==> src/rtl/regfile_write_port_pkg.sv <==
// Shared types and constants for the register-bank write side.
// Select codes count down from reg_a (3'b111) to reg_h (3'b000).
package regfile_write_port_pkg;

  localparam int WIDTH = 16;
  localparam int NREGS = 8;

  localparam logic [2:0] SEL_A = 3'b111;
  localparam logic [2:0] SEL_B = 3'b110;
  localparam logic [2:0] SEL_C = 3'b101;
  localparam logic [2:0] SEL_D = 3'b100;
  localparam logic [2:0] SEL_E = 3'b011;
  localparam logic [2:0] SEL_F = 3'b010;
  localparam logic [2:0] SEL_G = 3'b001;
  localparam logic [2:0] SEL_H = 3'b000;

  typedef struct packed {
    logic [2:0]       sel;
    logic [WIDTH-1:0] data;
  } wq_entry_t;

endpackage

==> src/rtl/regfile_write_port_write_queue.sv <==
// Two-entry in-order write queue; an entry pushed on edge N is poppable from edge N+1.
// Pushes are ignored when full and pops when empty, so the caller may gate loosely.
module write_queue
  import regfile_write_port_pkg::*;
(
  input  logic            clk,
  input  logic            rst_n,
  input  logic            push_i,
  input  wq_entry_t       push_entry_i,
  input  logic            pop_i,
  output logic [1:0]      count_o,
  output wq_entry_t       head_o,
  output logic [1:0]      slot_vld_o,
  output logic [1:0][2:0] slot_sel_o
);

  wq_entry_t  slot_q [2];
  logic       head_q, head_d;
  logic [1:0] count_q, count_d;
  logic       tail;
  logic       push_ok, pop_ok;

  assign push_ok = push_i && (count_q != 2'd2);
  assign pop_ok  = pop_i && (count_q != 2'd0);

  // Empty queue writes the head slot; one entry means the tail is the other slot.
  assign tail = head_q ^ (count_q == 2'd1);

  always_comb begin
    count_d = count_q + {1'b0, push_ok} - {1'b0, pop_ok};
    head_d  = pop_ok ? ~head_q : head_q;
  end

  always_ff @(posedge clk or negedge rst_n) begin
    if (!rst_n) begin
      count_q <= 2'd0;
      head_q  <= 1'b0;
      for (int i = 0; i < 2; i++) slot_q[i] <= '0;
    end else begin
      count_q <= count_d;
      head_q  <= head_d;
      if (push_ok) slot_q[tail] <= push_entry_i;
    end
  end

  always_comb begin
    for (int i = 0; i < 2; i++) begin
      slot_vld_o[i] = (count_q == 2'd2) || ((count_q == 2'd1) && (head_q == 1'(i)));
      slot_sel_o[i] = slot_q[i].sel;
    end
  end

  assign count_o = count_q;
  assign head_o  = slot_q[head_q];

endmodule

==> src/rtl/regfile_write_port.sv <==
// Write side of the 8 x WIDTH register bank: queued writes commit one per cycle on commit_en.
// Accept-to-commit is 2 edges minimum; wr_ready drops only while two writes are queued.
module regfile_write_port
  import regfile_write_port_pkg::*;
(
  input  logic             clk,
  input  logic             rst_n,
  input  logic             wr_valid,
  output logic             wr_ready,
  input  logic [2:0]       wr_sel,
  input  logic [WIDTH-1:0] wr_data,
  input  logic             commit_en,
  input  logic [2:0]       rd_sel0,
  input  logic [2:0]       rd_sel1,
  output logic             hazard0,
  output logic             hazard1,
  output logic [1:0]       pending,
  output logic [WIDTH-1:0] reg_a,
  output logic [WIDTH-1:0] reg_b,
  output logic [WIDTH-1:0] reg_c,
  output logic [WIDTH-1:0] reg_d,
  output logic [WIDTH-1:0] reg_e,
  output logic [WIDTH-1:0] reg_f,
  output logic [WIDTH-1:0] reg_g,
  output logic [WIDTH-1:0] reg_h
);

  logic [WIDTH-1:0] regs_q [NREGS];
  logic [WIDTH-1:0] regs_d [NREGS];
  logic [NREGS-1:0] we;
  logic             push, commit;
  wq_entry_t        push_entry, head;
  logic [1:0]       slot_vld;
  logic [1:0][2:0]  slot_sel;

  assign wr_ready   = (pending != 2'd2);
  assign push       = wr_valid && wr_ready;
  assign commit     = commit_en && (pending != 2'd0);
  assign push_entry = '{sel: wr_sel, data: wr_data};

  write_queue u_queue (
    .clk          (clk),
    .rst_n        (rst_n),
    .push_i       (push),
    .push_entry_i (push_entry),
    .pop_i        (commit),
    .count_o      (pending),
    .head_o       (head),
    .slot_vld_o   (slot_vld),
    .slot_sel_o   (slot_sel)
  );

  assign we = commit ? (NREGS'(1) << head.sel) : '0;

  always_comb begin
    for (int i = 0; i < NREGS; i++) begin
      regs_d[i] = we[i] ? head.data : regs_q[i];
    end
  end

  always_ff @(posedge clk or negedge rst_n) begin
    if (!rst_n) begin
      for (int i = 0; i < NREGS; i++) regs_q[i] <= '0;
    end else begin
      for (int i = 0; i < NREGS; i++) regs_q[i] <= regs_d[i];
    end
  end

  // Hazards look only at queued entries, never at this cycle's wr_* request.
  always_comb begin
    hazard0 = 1'b0;
    hazard1 = 1'b0;
    for (int i = 0; i < 2; i++) begin
      hazard0 = hazard0 | (slot_vld[i] && (slot_sel[i] == rd_sel0));
      hazard1 = hazard1 | (slot_vld[i] && (slot_sel[i] == rd_sel1));
    end
  end

  assign reg_a = regs_q[SEL_A];
  assign reg_b = regs_q[SEL_B];
  assign reg_c = regs_q[SEL_C];
  assign reg_d = regs_q[SEL_D];
  assign reg_e = regs_q[SEL_E];
  assign reg_f = regs_q[SEL_F];
  assign reg_g = regs_q[SEL_G];
  assign reg_h = regs_q[SEL_H];

endmodule
==> config.mk <==
export PLATFORM = sky130hd
export DESIGN_NAME = regfile_write_port
export DESIGN_NICKNAME = d
export VERILOG_FILES = /design/src/rtl/regfile_write_port_pkg.sv /design/src/rtl/regfile_write_port_write_queue.sv /design/src/rtl/regfile_write_port.sv
export SDC_FILE = /design/constraint.sdc
export NUM_CORES = 1
export LEC_CHECK = 0
export CORE_MARGIN = 2
export CORE_UTILIZATION = 35
export DETAILED_ROUTE_END_ITERATION = 10
export SYNTH_ARGS = -nofsm -noshare
export SYNTH_HDL_FRONTEND = slang
export SYNTH_SLANG_ARGS = --single-unit
==> constraint.sdc <==
create_clock -name clk -period 4.8 [get_ports clk]
set_input_delay 0.96 -clock clk [delete_from_list [all_inputs] [get_ports clk]]
set_output_delay 0.96 -clock clk [all_outputs]
set_load 0.005 [all_outputs]
-- Yosys cells after proc, flatten, opt, wreduce, memory -nomap -nowiden
Index checks and enable logic that the tools add are counted.
- flip-flop bits (word level): 169
- output and inout bits: 133
- logic and storage cells: 54
- $add $sub $neg: 2
- $lt $le $gt $ge: 3
- eq/ne operators: 7
- shift-type cells: 1
- muxes and demuxes: 7
- bitwise logic cells: 6
- reduce and logical (&&, ||, !) cells: 14
- operator list (cell ; number):
    19-bit two-way mux ; 4
    38-bit bitwise mux ; 1
    19-bit demux with 1-bit select ; 1
    3-bit == test ; 4
    1-bit logical AND ; 11
    8-bit two-way mux ; 1
    1-bit by 3-bit << shifter with 8-bit output (first input constant) ; 1
    2-bit greater-or-equal comparator (second input constant) ; 2
    1-bit NOT with 2-bit output ; 2
    2-bit by 1-bit adder with 2-bit output ; 1
    2-bit by 1-bit == test with 1-bit output (second input constant) ; 1
    2-bit == test (second input constant) ; 1
    1-bit logical OR ; 2
    2-bit by 1-bit less-than comparator with 1-bit output (second input constant) ; 1
    2-bit != test (second input constant) ; 1
    1-bit OR ; 2
    2-bit nonzero test ; 1
    2-bit by 1-bit subtractor with 2-bit output ; 1
    1-bit NOT ; 1
    1-bit bitwise XOR ; 1

-- Logic depth before layout (Yosys ltp)
- depth after elaboration: 8
- mapped depth: 9

-- Hierarchy
A second synthesis with hierarchy kept.
- cell total of the unflattened synthesis: 427
- area, all modules: 7036.7 µm²
- modules (own cells, without submodules) (module ; times used ; cells an instance ; area an instance (µm²) ; sequential area each (µm²)):
    regfile_write_port ; 1 ; 300 ; 5031.1 ; 3203.1
    write_queue ; 1 ; 127 ; 2005.7 ; 1026.0

-- Worst setup path after synthesis
No wires, ideal clock.
- path type: register to output
- start point: reg u_queue.head_q
- end point: out hazard1
- arrival: 1.509 ns
- path slack: 2.331 ns
- cell stages (with the launch flop): 8
- path buffers: 3
- cell sequence: dfrtp_1 > buf_4 > buf_6 > clkbuf_1 > inv_1 > ha_1 > o2111ai_1 > nand2_1
- word-level cells in the longest chain between the ends: 5
- RTL lines (what ; RTL line ; source):
    from (decl) ; regfile_write_port_write_queue.sv:18 ; logic head_q, head_d;
    from (signal assigned) ; regfile_write_port_write_queue.sv:37 ; head_q <= 1'b0;
    from (signal assigned) ; regfile_write_port_write_queue.sv:41 ; head_q <= head_d;
    1-bit NOT ; regfile_write_port_write_queue.sv:48 ; slot_vld_o[i] = (count_q == 2'd2) || ((count_q == 2'd1) && (head_q == 1'(i)));
    1-bit logical AND ; regfile_write_port_write_queue.sv:48 ;
    1-bit logical OR ; regfile_write_port_write_queue.sv:48 ;
    1-bit logical AND ; regfile_write_port.sv:75 ; hazard1 = hazard1 | (slot_vld[i] && (slot_sel[i] == rd_sel1));
    1-bit OR (*) ; regfile_write_port.sv:75 ;
    to (decl) ; regfile_write_port.sv:16 ; output logic hazard1,
Every way passes the cells marked *; elsewhere a longest branch is shown, timed or not.

-- Worst setup path in the final report
- start point: in rd_sel1[1]
- end point: out hazard1
- word-level cells in the longest chain between the ends: 3
- RTL lines (what ; RTL line ; source):
    from (decl) ; regfile_write_port.sv:14 ; input logic [2:0] rd_sel1,
    3-bit == test ; regfile_write_port.sv:75 ;
    1-bit logical AND ; regfile_write_port.sv:75 ;
    1-bit OR (*) ; regfile_write_port.sv:75 ;
Marked as above.

==> results_dict.tcl <==
set metrics [dict create \
    run_status "complete, no violations" \
    htreeDepth 4 \
    cp.arrival_ns 2.33 \
    drv_cap 0 \
    overflow 0 \
    grt.met3_usage_pct 3.95 \
    cp.required_ns 3.84 \
    clockRootBuffer "clkbuf_16" \
    worstMarginPinSlew_ns 1.15 \
    critPathMaxFanout 2 \
    top_usage_layer "met2" \
    io_pins 162 \
    reg2reg_from "u_queue.head_q" \
    areaGrowthSynthToFinish_pct 35.5 \
    dpl.cell_count 838 \
    p_per_area_nw_per_um2 758 \
    drt_iter0_drc 165 \
    hold_start "reg_d[13]" \
    layout-drive-gt1-share_pct 37.7 \
    hold_path_class "register to register" \
    avgViaCountPerCell 4.77 \
    tns_ns 0 \
    drtPass1Iterations 4 \
    die_area_um2 21000 \
    drt.antenna.violating_nets 0 \
    leakage_nw 3.88 \
    met2_usage_pct 31.4 \
    post_cts_buffers 0 \
    final_nets 625 \
    clock_latency_ns 0.42 \
    cts.path.max_buffers 2 \
    clock-sinks 169 \
    crit_path_start "rd_sel1[1]" \
    chipHeight_um 145 \
    synth-seq-cells 169 \
    grt_pass1_vias 4771 \
    initial_core_util_pct 35.7 \
    finalNonFillerCells 870 \
    crit_path_end_kind "output pin" \
    postRouteWirelength_um 18000 \
    path_clk_slew_ns 0.07 \
    cts_tree "built" \
    cts-resized-gates 0 \
    period_needed_ns 3.29 \
    synth_top_area_share_pct 60.9 \
    syn-instance-count 423 \
    num_vias 4147 \
    synth_area_per_cell_um2 16.4 \
    track_usage_pct 18.3 \
    hpwl_um 12300 \
    io_buffers 161 \
    finalInstanceArea_um2 9410 \
    layout_setup_ws_ns 1.51 \
    crit_type "input port to output pin" \
    use_met1_pct 22.6 \
    synth_area_um2 6950 \
    cts_hold_buffers 0 \
    ys_types 25 \
    setup_viol 0 \
    grt_max_degree 104 \
    finalPower_mw 7.14 \
    drv_slew 0 \
    syn_nets 456 \
    slew_headroom_pct 23.1 \
    placed_cell_area_um2 8820 \
    antenna_found_initial 0 \
    yosysTopAreaCell "dfrtp_1" \
    drc_errors 0 \
    period_share_pct 68.5 \
    rows 51 \
    cts-buffers-inserted 17 \
    antenna-diode-count 0 \
    grt_pass1_wl_um 28200 \
    max_freq_mhz 304 \
    hold_viol 0 \
    preCtsSetupSlack_ns 1.48 \
    synth.area.top_cells "dfrtp_1 (61%), mux2_2 (28%), a211oi_4 (2.0%)" \
    ir_worst_vdd_mv 0.285 \
    cp-start-kind "input port" \
    rsz0062_at_grt "false" \
    fp.dieW_um 145 \
    core_area_um2 19500 \
    ys_warn_count 0 \
    yosysSeqAreaShare_pct 60.9 \
    gp_congestion 0.784 \
    wire_per_inst_um 20.7 \
    fin_skew_ns 0.00846 \
]
logic make-up after synthesis:
group | after synthesis | share of synthesized area (%)
fa+ha+maj | 4 | 0.720
buf+inv | 23 | 2.32
simple gates | 15 | 1.57
flops | 169 | 60.9
mux | 184 | 29.9
xor+xnor | 15 | 1.89
compound gates | 13 | 2.77
layout by cell type (no fill, tap or decap), types with 3 or more instances in the layout:
| cell type | count |
|---|---|
| mux2_2 | 175 |
| dfrtp_1 | 169 |
| clkdlybuf4s50_1 | 160 |
| clkbuf_16 | 17 |
| xnor2_1 | 15 |
| a211oi_4 | 8 |
| mux2_1 | 8 |
| buf_4 | 7 |
| inv_1 | 5 |
| clkinv_4 | 5 |
| o2111ai_1 | 4 |
| ha_1 | 4 |
| nand3b_1 | 3 |
| or3b_4 | 3 |
| clkinv_2 | 3 |
| clkbuf_8 | 3 |
final timing paths:
path                                 endpoint  slack (ns)  depth (start not counted)
max reg2reg                          reg_d[5]        2.08                          3
min                                 reg_d[13]        0.49                          1
max                                   hazard1        1.51                          5
max in group asynchronous  u_queue.count_o[0]        3.09                          2
min reg2reg                         reg_d[13]        0.49                          1
min in group asynchronous            reg_f[4]        0.63                          1
registers in the layout, indices dropped and copies added, names as in the netlist, 2 cells and up:
register	cells
reg_a	16
reg_b	16
reg_c	16
reg_d	16
reg_e	16
reg_f	16
reg_g	16
reg_h	16
u_queue.count_o	2
u_queue.slot_q	32
u_queue.slot_sel_o	6
metal layers:
metal / wire (um) / up-vias
met5: 0 / -
met4: 428 / 0
met3: 769 / 27
met2: 9260 / 99
met1: 7560 / 2182
li1: - / 1839
metrics by stage:
stage / utilization, % / hold slack, ns
after floorplan: - / 0.475
after global placement: 45.3 / 0.472
after detailed placement: 45.3 / 0.478
after CTS: 48.4 / 0.493
after global routing: 48.4 / 0.519
final: 48.4 / 0.490
power by group:
group	leakage [nW]	internal, mW	total (mW)	switching, mW
combinational	1.54	1.92	3.17	1.26
clock	0.294	0.810	1.37	0.557
sequential	2.05	2.14	2.60	0.452
total	3.88	4.87	7.14	2.27
area by class of cell:
cell class / count / area, um^2
fill: 1683 / 10100
sequential: 169 / 4230
multi-input combinational: 231 / 2570
timing repair buffer: 168 / 1670
clock buffer: 22 / 474
tap: 265 / 332
clock inverter: 10 / 119
inverter: 5 / 18.8
critical path: stages:
cell,delay (ns)
clkdlybuf4s50_1,0.53
xnor2_1,0.14
o2111ai_1,0.13
nand2_1,0.08
clkdlybuf4s50_1,0.49
synthesized netlist by cell type (all sizes together):
| cell type | instances |
|---|---|
| mux2i | 1 |
| xnor2 | 15 |
| or3 | 1 |
| nand2 | 2 |
| and2 | 1 |
| nor3b | 1 |
| o21ai | 1 |
| nand3b | 3 |
| nor2b | 1 |
| nand3 | 2 |
| a211oi | 8 |
| buf | 14 |
| dfrtp | 169 |
| inv | 5 |
| o2111ai | 4 |
| clkbuf | 4 |
| or3b | 3 |
| nor2 | 1 |
| ha | 4 |
| mux2 | 183 |
Power figures use the tool's default switching activity.
